<file path="config.mk">
export PLATFORM = sky130hd
export DESIGN_NAME = fib_stack_ctrl
export DESIGN_NICKNAME = d
export VERILOG_FILES = /design/src/rtl/fib_pkg.sv /design/src/rtl/fib_stack_ctrl.sv
export SDC_FILE = /design/constraint.sdc
export NUM_CORES = 1
export LEC_CHECK = 0
export CORE_MARGIN = 4
export CORE_UTILIZATION = 45
export CTS_BUF_LIST = sky130_fd_sc_hd__clkbuf_8
export DETAILED_ROUTE_END_ITERATION = 10
export PLACE_DENSITY = 0.81
export RECOVER_POWER = 25
export SYNTH_ARGS = -nofsm -noshare
export SYNTH_HDL_FRONTEND = slang
export SYNTH_SLANG_ARGS = --single-unit
</file>
<file path="constraint.sdc">
create_clock -name clk -period 2.64 [get_ports clk]
set_clock_uncertainty 0.15 [all_clocks]
set_input_delay 0.66 -clock clk [delete_from_list [all_inputs] [get_ports clk]]
set_output_delay 0.66 -clock clk [all_outputs]
set_load 0.02 [all_outputs]
</file>
<file path="src/rtl/fib_pkg.sv">
// Shared types and default sizing for the explicit-stack Fibonacci controller.
package fib_pkg;

  typedef enum logic [1:0] {
    IDLE   = 2'd0,
    RUN    = 2'd1,
    EXPAND = 2'd2,
    DRAIN  = 2'd3
  } state_e;

  localparam int DW_DEF    = 8;
  localparam int RES_W_DEF = 16;
  localparam int N_MAX_DEF = 24;

endpackage

</file>
<file path="src/rtl/fib_stack_ctrl.sv">
// Computes fib(n) by tree recursion on an external LIFO: every node >=2 is
// replaced by its two children, leaves (0/1) are popped into the accumulator.
module fib_stack_ctrl
  import fib_pkg::*;
#(
  parameter int DW    = DW_DEF,
  parameter int RES_W = RES_W_DEF,
  parameter int N_MAX = N_MAX_DEF
) (
  input  logic             clk,
  input  logic             rst_n,
  input  logic             start,
  input  logic [DW-1:0]    n,
  output logic             busy,
  output logic             done,
  output logic             err,
  output logic [RES_W-1:0] result,
  output logic             stk_push,
  output logic             stk_pop,
  output logic [DW-1:0]    stk_din,
  input  logic [DW-1:0]    stk_dout,
  input  logic             stk_nempty
);

  localparam logic [DW-1:0] N_LIM = DW'(N_MAX);
  localparam logic [DW-1:0] TWO   = DW'(2);
  localparam logic [DW-1:0] ONE   = DW'(1);

  state_e           state_q, state_d;
  logic [RES_W-1:0] acc_q, acc_d;
  logic [RES_W-1:0] result_q, result_d;
  logic             done_q, done_d;
  logic             err_q, err_d;

  // NOTE: every signal gets a default before the case so no path leaves a
  // value unassigned, which would otherwise infer a latch.
  always_comb begin
    state_d  = state_q;
    acc_d    = acc_q;
    result_d = result_q;
    done_d   = done_q;
    err_d    = err_q;
    stk_push = 1'b0;
    stk_pop  = 1'b0;
    stk_din  = '0;

    unique case (state_q)
      IDLE: begin
        if (start) begin
          done_d = 1'b0;
          if (n <= N_LIM) begin
            stk_push = 1'b1;
            stk_din  = n;
            acc_d    = '0;
            err_d    = 1'b0;
            state_d  = RUN;
          end else begin
            err_d = 1'b1;
          end
        end
      end
      RUN: begin
        if (!stk_nempty) begin
          result_d = acc_q;
          done_d   = 1'b1;
          state_d  = IDLE;
        end else if (stk_dout < TWO) begin
          stk_pop = 1'b1;
          acc_d   = acc_q + RES_W'(stk_dout);
        end else begin
          // Overwrite top x with x-1; EXPAND then pushes x-2 on top of it.
          stk_push = 1'b1;
          stk_pop  = 1'b1;
          stk_din  = stk_dout - ONE;
          state_d  = EXPAND;
        end
      end
      EXPAND: begin
        stk_push = 1'b1;
        stk_din  = stk_dout - ONE;
        state_d  = RUN;
      end
      DRAIN: begin
        if (stk_nempty) stk_pop = 1'b1;
        else            state_d = IDLE;
      end
      default: state_d = DRAIN;
    endcase
  end

  // NOTE: state registers use non-blocking assignments so every flop samples
  // the pre-edge values regardless of process ordering.
  always_ff @(posedge clk or negedge rst_n) begin
    if (!rst_n) begin
      state_q  <= DRAIN;
      acc_q    <= '0;
      result_q <= '0;
      done_q   <= 1'b0;
      err_q    <= 1'b0;
    end else begin
      state_q  <= state_d;
      acc_q    <= acc_d;
      result_q <= result_d;
      done_q   <= done_d;
      err_q    <= err_d;
    end
  end

  assign busy   = (state_q != IDLE);
  assign done   = done_q;
  assign err    = err_q;
  assign result = result_q;

endmodule
</file>
After elaboration in Yosys (flattened, before gate mapping):

Index checks and enable logic that the tools add are counted.

* add/subtract/negate cells: 2
* magnitude comparators: 2
* equality and inequality tests: 10
* multiplexer cells: 27
* bitwise operators: 1
* reduce and logical (&&, ||, !) cells: 9

Operator list (count)
* 2-to-1 mux 16 bit: 4
* 2-to-1 mux 8 bit: 4
* case mux 16 bit (2 select lines): 1
* case mux 8 bit (3 select lines): 1
* adder 16 x 8 -> 16 bit: 1
* inequality test 2 bit, second input constant: 6
* 2-to-1 mux 2 bit: 5
* 2-to-1 mux 1 bit: 9
* <= comparator 8 x 5 -> 1 bit, second input constant: 1
* less-than comparator 8 x 2 -> 1 bit, second input constant: 1
* case mux 2 bit (4 select lines): 1
* subtractor 8 x 1 -> 8 bit, second input constant: 1
* AND reduction 5 bit: 1
* == test 2 bit, second input constant: 2
* AND reduction 2 bit: 2
* AND reduction 4 bit: 1
* nonzero test 2 bit: 2
* inequality test 3 bit, second input constant: 1
* case mux 1 bit (3 select lines): 1
* AND reduction 3 bit: 1
* == test 2 x 1 -> 1 bit, second input constant: 1
* zero test 2 bit: 1
* case mux 1 bit (2 select lines): 1
* OR reduction 2 bit: 1
* NOT 1 bit: 1

* register bits after elaboration: 36
* input bits: 20
* output and inout bits: 29
* word-level logic and storage cells: 56

Logic depth before layout (Yosys ltp):

Gate-level depths: netlist (run 1).

* depth in word-level cells: 4
* gate-level depth with buffers: 7
* gate-level depth less buffers: 7

Worst setup path after synthesis (run 1):

Ideal clock, no wire load.

* path type: input port to output port
* start: input port stk_dout[1]
* end: output port stk_din[2]
* arrival time: 1.834 ns
* data required time: 1.830 ns
* slack: -0.004 ns
* stages on the path: 4
* path buffers: 0
* path through: nor3_1 > a21oi_1 > a21oi_1 > o21ai_0

* cells in the longest elaborated chain, start to end: 4
* elaborated cells between the ends (all ways): 5
* those cells by class: add/sub (1); order compare (1); mux (3)

Ends and longest elaborated chain
* start: declaration: RTL line fib_stack_ctrl.sv:21 `input logic [DW-1:0] stk_dout,`
* subtractor 8 x 1 -> 8 bit / less-than comparator 8 x 2 -> 1 bit (equally long branches): RTL line fib_stack_ctrl.sv:74, fib_stack_ctrl.sv:80, fib_stack_ctrl.sv:67
* 2-to-1 mux 8 bit: RTL line fib_stack_ctrl.sv:67 `end else if (stk_dout < TWO) begin`
* 2-to-1 mux 8 bit: RTL line fib_stack_ctrl.sv:63 `if (!stk_nempty) begin`
* case mux 8 bit (3 select lines) *: RTL line fib_stack_ctrl.sv:47 `unique case (state_q)`
* end: declaration: RTL line fib_stack_ctrl.sv:20 `output logic [DW-1:0] stk_din,`

Every way passes the cells marked *; elsewhere a longest branch is shown, timed or not.

Final worst setup path (run 1):

* start: input port n[3]
* end: output port stk_din[2]

* cells in the longest elaborated chain, start to end: 4

Ends and longest elaborated chain
* start: declaration: RTL line fib_stack_ctrl.sv:13 `input logic [DW-1:0] n,`
* <= comparator 8 x 5 -> 1 bit: RTL line fib_stack_ctrl.sv:51 `if (n <= N_LIM) begin`
* 2-to-1 mux 8 bit: RTL line fib_stack_ctrl.sv:51
* 2-to-1 mux 8 bit: RTL line fib_stack_ctrl.sv:49 `if (start) begin`
* case mux 8 bit (3 select lines): RTL line fib_stack_ctrl.sv:47

Every way passes these cells.

==> results.py, run 1 <==
metrics = {
    "clock_network": {
        "cts_num_sinks": 36,
        "ctsRootBufferMaster": "clkbuf_8",
        "path_clk_slew_ps": 70,
        "cts_hold_buf": 0,
        "cts_max_level": 2,
        "cts_tree": "yes",
        "clkLatencyLatePin_ps": 280,
        "cts_buffer_depth": 2,
        "cts_buffers": 5,
    },
    "routing": {
        "routed_wirelength_um": 5530,
        "drt_iter0_markers": 87,
        "vias_per_cell": 5.45,
        "ant_nets": 0,
        "vias": 1941,
        "avgRoutedWirePerCell_um": 15.5,
        "firstDrtPassIters": 4,
        "drc": 0,
    },
    "pwr": {
        "internal_power_uw": 864,
        "p_clk_share_pct": 30.4,
        "ir_drop_uv": 365,
        "seq_power_share_pct": 48.3,
        "p_sw_share_pct": 26.9,
        "p_leak_nw": 1.49,
        "combPwrFrac_pct": 21.3,
        "power.density_nw_per_um2": 372,
        "p_switching_uw": 318,
    },
    "timing": {
        "rsz0062_at_grt": "yes",
        "max_clock_freq_mhz": 385,
        "whs_ps": 329,
        "final_max_slew_viol_count": 0,
        "finalCritPeriodShare_pct": 98.4,
        "layout_min_cycle_time_ps": 2600,
        "final_hold_viol_count": 0,
        "finalSetupViolations": 0,
        "setup_tns_ps": 0,
        "slew_headroom_pct": 40.6,
        "worst_pin_slew_ps": 892,
    },
    "worst_setup_path": {
        "cp-end-kind": "output port",
        "worst_path_largest_cell_delay_ps": 500,
        "arrival_ps": 1790,
        "cp_max_fo": 6,
        "critPathLaunchType": "primary input",
        "reg2reg_to": "acc_q[12]",
        "worstPathCellList": "clkdlybuf4s50_1 > o311ai_2 > and3_4 > nand2_1 > o21ai_2 > buf_6",
        "rr_worst_depth": 8,
        "critPathKind": "in -> out",
        "r2r_slack_ps": 420,
        "worstPathRequired_ps": 1830,
        "path_depth": 6,
        "crit_start": "n[3]",
        "crit_path_top_delay_cell": "clkdlybuf4s50_1",
        "cp_top_family": "buffers and inverters",
        "crit_buf_inv": 2,
        "worst_r2r_startpoint": "acc_q[0]",
    },
    "die": {
        "dieArea_um2": 5930,
        "start_util_pct": 47.9,
        "rows": 24,
        "ios": 49,
        "die_y_um": 77.0,
        "chipWidth_um": 77.0,
        "core_area_um2": 4470,
    },
    "synthesis": {
        "yosysWarnings": 0,
        "ys_ff_latch": 36,
        "postSynthCellCount": 205,
        "netlist_area_um2": 2140,
        "syn_avg_cell_area_um2": 10.5,
        "synth_most_common_cell": "dfrtp_1",
        "yosys.area.top_type": "dfrtp_1",
        "synth_edf_count": 0,
        "yosysUniqueCellTypes": 43,
        "syn-num-nets": 235,
        "synth-seq-area-share_pct": 42.1,
        "ys_dominant_reg_cell": "dfrtp_1",
        "netlist_top_cells_count": "34 x dfrtp_1, 19 x nand2_1, 16 x mux2_2, 15 x nor2_1, 14 x o21ai_0",
        "synth_top_area_share_pct": 39.7,
        "synth-async-reset-ratio_pct": 100,
        "ys_top_cells_by_area": "dfrtp_1 40%, mux2_2 8.4%, ha_1 5.3%",
    },
    "global_routing": {
        "grtUsageTotal_pct": 19.5,
        "antenna_found_initial": 0,
        "grt_pass1_vias": 2013,
        "grt.overflow.total": 0,
        "grt_pass1_wl_um": 9450,
        "grt_max_degree": 37,
    },
    "place": {
        "hpwl_um": 4040,
        "portBuffers": 48,
        "gp_congestion": 0.851,
    },
    "final_layout": {
        "nets": 334,
        "drive_gt1_share_pct": 40.1,
        "fillers": 308,
        "area_growth_pct": 48.3,
        "diodes": 0,
    },
    "min_path": {
        "min_path_cells": 1,
        "worstHoldStart": "done",
        "min_to": "done",
        "min_path_type": "reg -> reg",
    },
    "run_status": {
        "status": "finished, final reports clean",
    },
    "job": {
        "maxCapViolations": 0,
    },
}
[layout make-up]
| cell class | instances | area, um^2 | area share, % |
|---|---|---|---|
| clock buffer | 5 | 68.8 | 2.17 |
| clock inverter | 2 | 8.76 | 0.276 |
| inverter | 7 | 26.3 | 0.827 |
| multi-input combinational | 156 | 1260 | 39.8 |
| sequential | 36 | 903 | 28.4 |
| tap | 52 | 65.1 | 2.05 |
| timing repair buffer | 98 | 841 | 26.5 |
[flip-flops by register name (all words and copies together), names as in the netlist]
signal   flops
done         1
state_q      2
err          1
result      16
acc_q       16
[cell usage in the layout (no fill, tap or decap), drive strengths merged, types with 2 or more instances in the layout]
master         instances
xnor2                  8
and2                   3
mux2                  16
dlygate4sd2            7
nor3                   4
o31ai                  5
nor2b                  4
dfstp                  2
clkbuf                10
and3                   3
buf                   61
ha                     9
o21ai                 15
a2111oi                4
nand3                  8
clkdlybuf4s50         21
xor2                   6
nand2                 19
a21oi                 12
inv                    8
nor2                  15
a211oi                 3
or4                    3
a21o                   4
nand4                  2
clkdlybuf4s15          2
dfrtp                 34
[logic make-up (layout without fill, tap and decap cells)]
kind of cell / Yosys count / in the layout / share of synthesized area [%]
buffers and inverters: 13 / 112 / 3.04
multiplexers: 16 / 16 / 8.41
XOR/XNOR: 14 / 14 / 5.72
AND/OR/NAND/NOR: 66 / 66 / 16.7
flip-flops: 36 / 36 / 42.1
adder cells (fa/ha/maj): 10 / 10 / 6.19
AO/OA/AOI/OAI: 50 / 50 / 17.8
[power groups by stage]
| stage | Sequential (mW) | Combinational, mW | Clock (mW) |
|---|---|---|---|
| finish | 0.571 | 0.251 | 0.360 |
| global route | 0.572 | 0.270 | 0.397 |
| CTS | 0.571 | 0.232 | 0.372 |
| detailed placement | 0.581 | 0.235 | 0 |
| global placement | 0.580 | 0.231 | 0 |
| floorplan | 0.587 | 0.0891 | 0 |
[per-layer routing]
metal  vias up  wire length (um)  global-route usage (%)
met5         -                 0                       0
met4         0                84                    6.58
met3         9               228                    4.33
met2        49              2750                    32.5
met1       945              2470                    25.0
li1        938                 -                       -
[worst max path at each step]
stage                            end  slack, ps
final                     stk_din[2]         40
after floorplan           stk_din[2]         -4
after global routing      stk_din[2]        -40
after detailed placement  stk_din[4]       -810
after global placement    stk_din[4]       -700
after CTS                 stk_din[5]        0.2
[per-stage QoR]
stage | cells | power, mW | instance area, um^2 | utilization [%] | setup WS [ps]
final | 356 | 1.18 | 3180 | 71.0 | 42.6
after global routing | 356 | 1.24 | 3180 | 71.0 | -35.9
after CTS | 355 | 1.18 | 3070 | 68.7 | 0.188
after detailed placement | 344 | 0.816 | 2990 | 66.8 | -810
after global placement | 344 | 0.811 | 2990 | 66.8 | -704
after floorplan | 205 | 0.676 | 2140 | - | -4.14
[repair_timing]
item / CTS / global route
gates cloned: 1 / 0
pin swaps: 8 / 13
endpoints found under the setup margin: 20 / 14
resized for setup: 87 / 48
buffers inserted: 3 / 1
Note: power is estimated with default switching activity, not from simulation.
==> run 2: changes to the inputs <==
--- a/config.mk
+++ b/config.mk
@@ -7,7 +7,7 @@
 export LEC_CHECK = 0
 export CORE_MARGIN = 4
 export CORE_UTILIZATION = 45
-export CTS_BUF_LIST = sky130_fd_sc_hd__clkbuf_8
+export CTS_BUF_LIST = sky130_fd_sc_hd__clkbuf_16
 export DETAILED_ROUTE_END_ITERATION = 10
 export PLACE_DENSITY = 0.81
 export RECOVER_POWER = 25
==> run 2 against run 1 <==
Effect of this change: sequential power is essentially flat; combinational power is 4% higher; hold slack worse by 3.1 ps; wire length grew 6.2%; critical path type unchanged; worst setup slack better by 1.3 ps; global-route usage rose by 1.1 points; total power up 17%; first-iteration DRC count increased by 24%; critical path depth is 1 higher.
==> results.py, run 2 (same netlist as run 1, synthesis figures left out) <==
metrics = {
    "pwr": {
        "ir_drop_uv": 425,
        "finalPower_mw": 1.38,
        "p_leak_nw": 1.55,
        "power.density_nw_per_um2": 421,
    },
    "min_path": {
        "min_path_type": "reg -> reg",
    },
    "final_layout": {
        "fillers": 295,
        "diodes": 0,
        "utilization_pct": 73.1,
        "layout_commonest_cell": "buf_4",
        "nets": 335,
        "mostFrequentLayoutCells": "50 x buf_4, 34 x dfrtp_1, 19 x clkdlybuf4s50_1, 16 x mux2_2, 13 x nor2_1",
        "final_area_um2": 3270,
        "area_growth_pct": 52.7,
        "drive_gt1_share_pct": 41.6,
    },
    "die": {
        "ios": 49,
        "die_y_um": 77.0,
        "chipWidth_um": 77.0,
        "dieArea_um2": 5930,
        "core_area_um2": 4470,
        "start_util_pct": 47.9,
        "rows": 24,
    },
    "routing": {
        "firstDrtPassIters": 5,
        "routed_wirelength_um": 5880,
        "vias": 1973,
        "ant_nets": 0,
        "drt_iter0_markers": 108,
        "vias_per_cell": 5.53,
        "drc": 0,
        "avgRoutedWirePerCell_um": 16.5,
    },
    "job": {
        "maxCapViolations": 0,
    },
    "clock_network": {
        "cts_num_sinks": 36,
        "cts_buffer_depth": 2,
        "ctsRootBufferMaster": "clkbuf_16",
        "cts_tree": "yes",
        "cts_buffers": 5,
        "cts_max_level": 2,
        "path_clk_slew_ps": 50,
        "cts_hold_buf": 0,
        "clkLatencyLatePin_ps": 280,
    },
    "timing": {
        "fin_ws_ps": 43.9,
        "whs_ps": 325,
        "final_hold_viol_count": 0,
        "finalCritPeriodShare_pct": 98.3,
        "max_clock_freq_mhz": 385,
        "worst_pin_slew_ps": 906,
        "slew_headroom_pct": 39.6,
        "rsz0062_at_grt": "yes",
        "layout_min_cycle_time_ps": 2600,
        "finalSetupViolations": 0,
        "final_max_slew_viol_count": 0,
    },
    "worst_setup_path": {
        "cp-end-kind": "output port",
        "critPathLaunchType": "primary input",
        "arrival_ps": 1790,
        "critPathKind": "in -> out",
        "r2r_slack_ps": 420,
        "worstPathRequired_ps": 1830,
        "cp_max_fo": 5,
    },
    "global_routing": {
        "antenna_found_initial": 0,
        "grt.overflow.total": 0,
        "grt_max_degree": 37,
        "grtUsageTotal_pct": 20.6,
        "grt_pass1_wl_um": 9860,
        "grt_pass1_vias": 2065,
    },
    "run_status": {
        "status": "finished, final reports clean",
    },
    "place": {
        "post-place-ws_ps": -810,
        "hpwl_um": 4040,
        "portBuffers": 48,
        "gp_congestion": 0.851,
        "dpl_cell_area_um2": 2990,
    },
}
run 2: cell types whose count changed in the layout (fill, tap and decap cells not counted), sizes merged:
cell | previous run | this run
buf | 61 | 63
clkdlybuf4s50 | 21 | 19
dlygate4sd2 | 7 | 6
dlymetal6s2s | 1 | 3
run 2: repair_timing:
action,in CTS,in global routing
setup buffers,4,2
gates resized for setup,90,56
gates cloned,1,0
pin swaps,9,15
endpoints found under the setup margin,21,14
run 2: layout make-up:
class	instances	area (um^2)	share of cell area, %
multi-input cells	156	1290	39.6
repair buffers	99	848	25.9
well taps	52	65.1	1.99
clock buffers	5	125	3.82
inverters	7	26.3	0.803
flip-flops and latches	36	903	27.6
clock inverters	2	8.76	0.268
run 2: report_power, final:
part / switching, mW / total (mW) / internal [mW]
clock network: 0.208 / 0.547 / 0.338
registers: 0.00833 / 0.572 / 0.564
logic: 0.132 / 0.260 / 0.128
total: 0.349 / 1.38 / 1.03
run 2: routing by layer:
metal  routed length, um  global-route usage, %
met4                  87                   7.30
met5                   0                      0
met3                 340                   5.39
met2                2960                   34.6
met1                2500                   25.6
run 2: path summary, 6_finish.rpt:
check                              to   startpoint  depth (start not counted)
setup / recovery           stk_din[2]  stk_dout[3]                          7
hold / removal                   done         done                          1
setup reg to reg            acc_q[12]     acc_q[0]                          8
hold reg to reg                  done         done                          1
max in group asynchronous   result[8]        rst_n                          2
min in group asynchronous   result[2]        rst_n                          2
run 2: worst max-delay path, cell delays in order:
cell and delay, ps:
buf_8 100, nor4_4 300, a21oi_2 120, a21oi_2 230, buf_6 170, o21ai_2 60
buf_6 130
run 2: per-stage QoR:
step,std cells,setup TNS (ps)
after global placement,344,-11030
after CTS,356,0
after global routing,357,-77.9
after detailed placement,344,-12140
after floorplan,205,-12.4
final,357,0
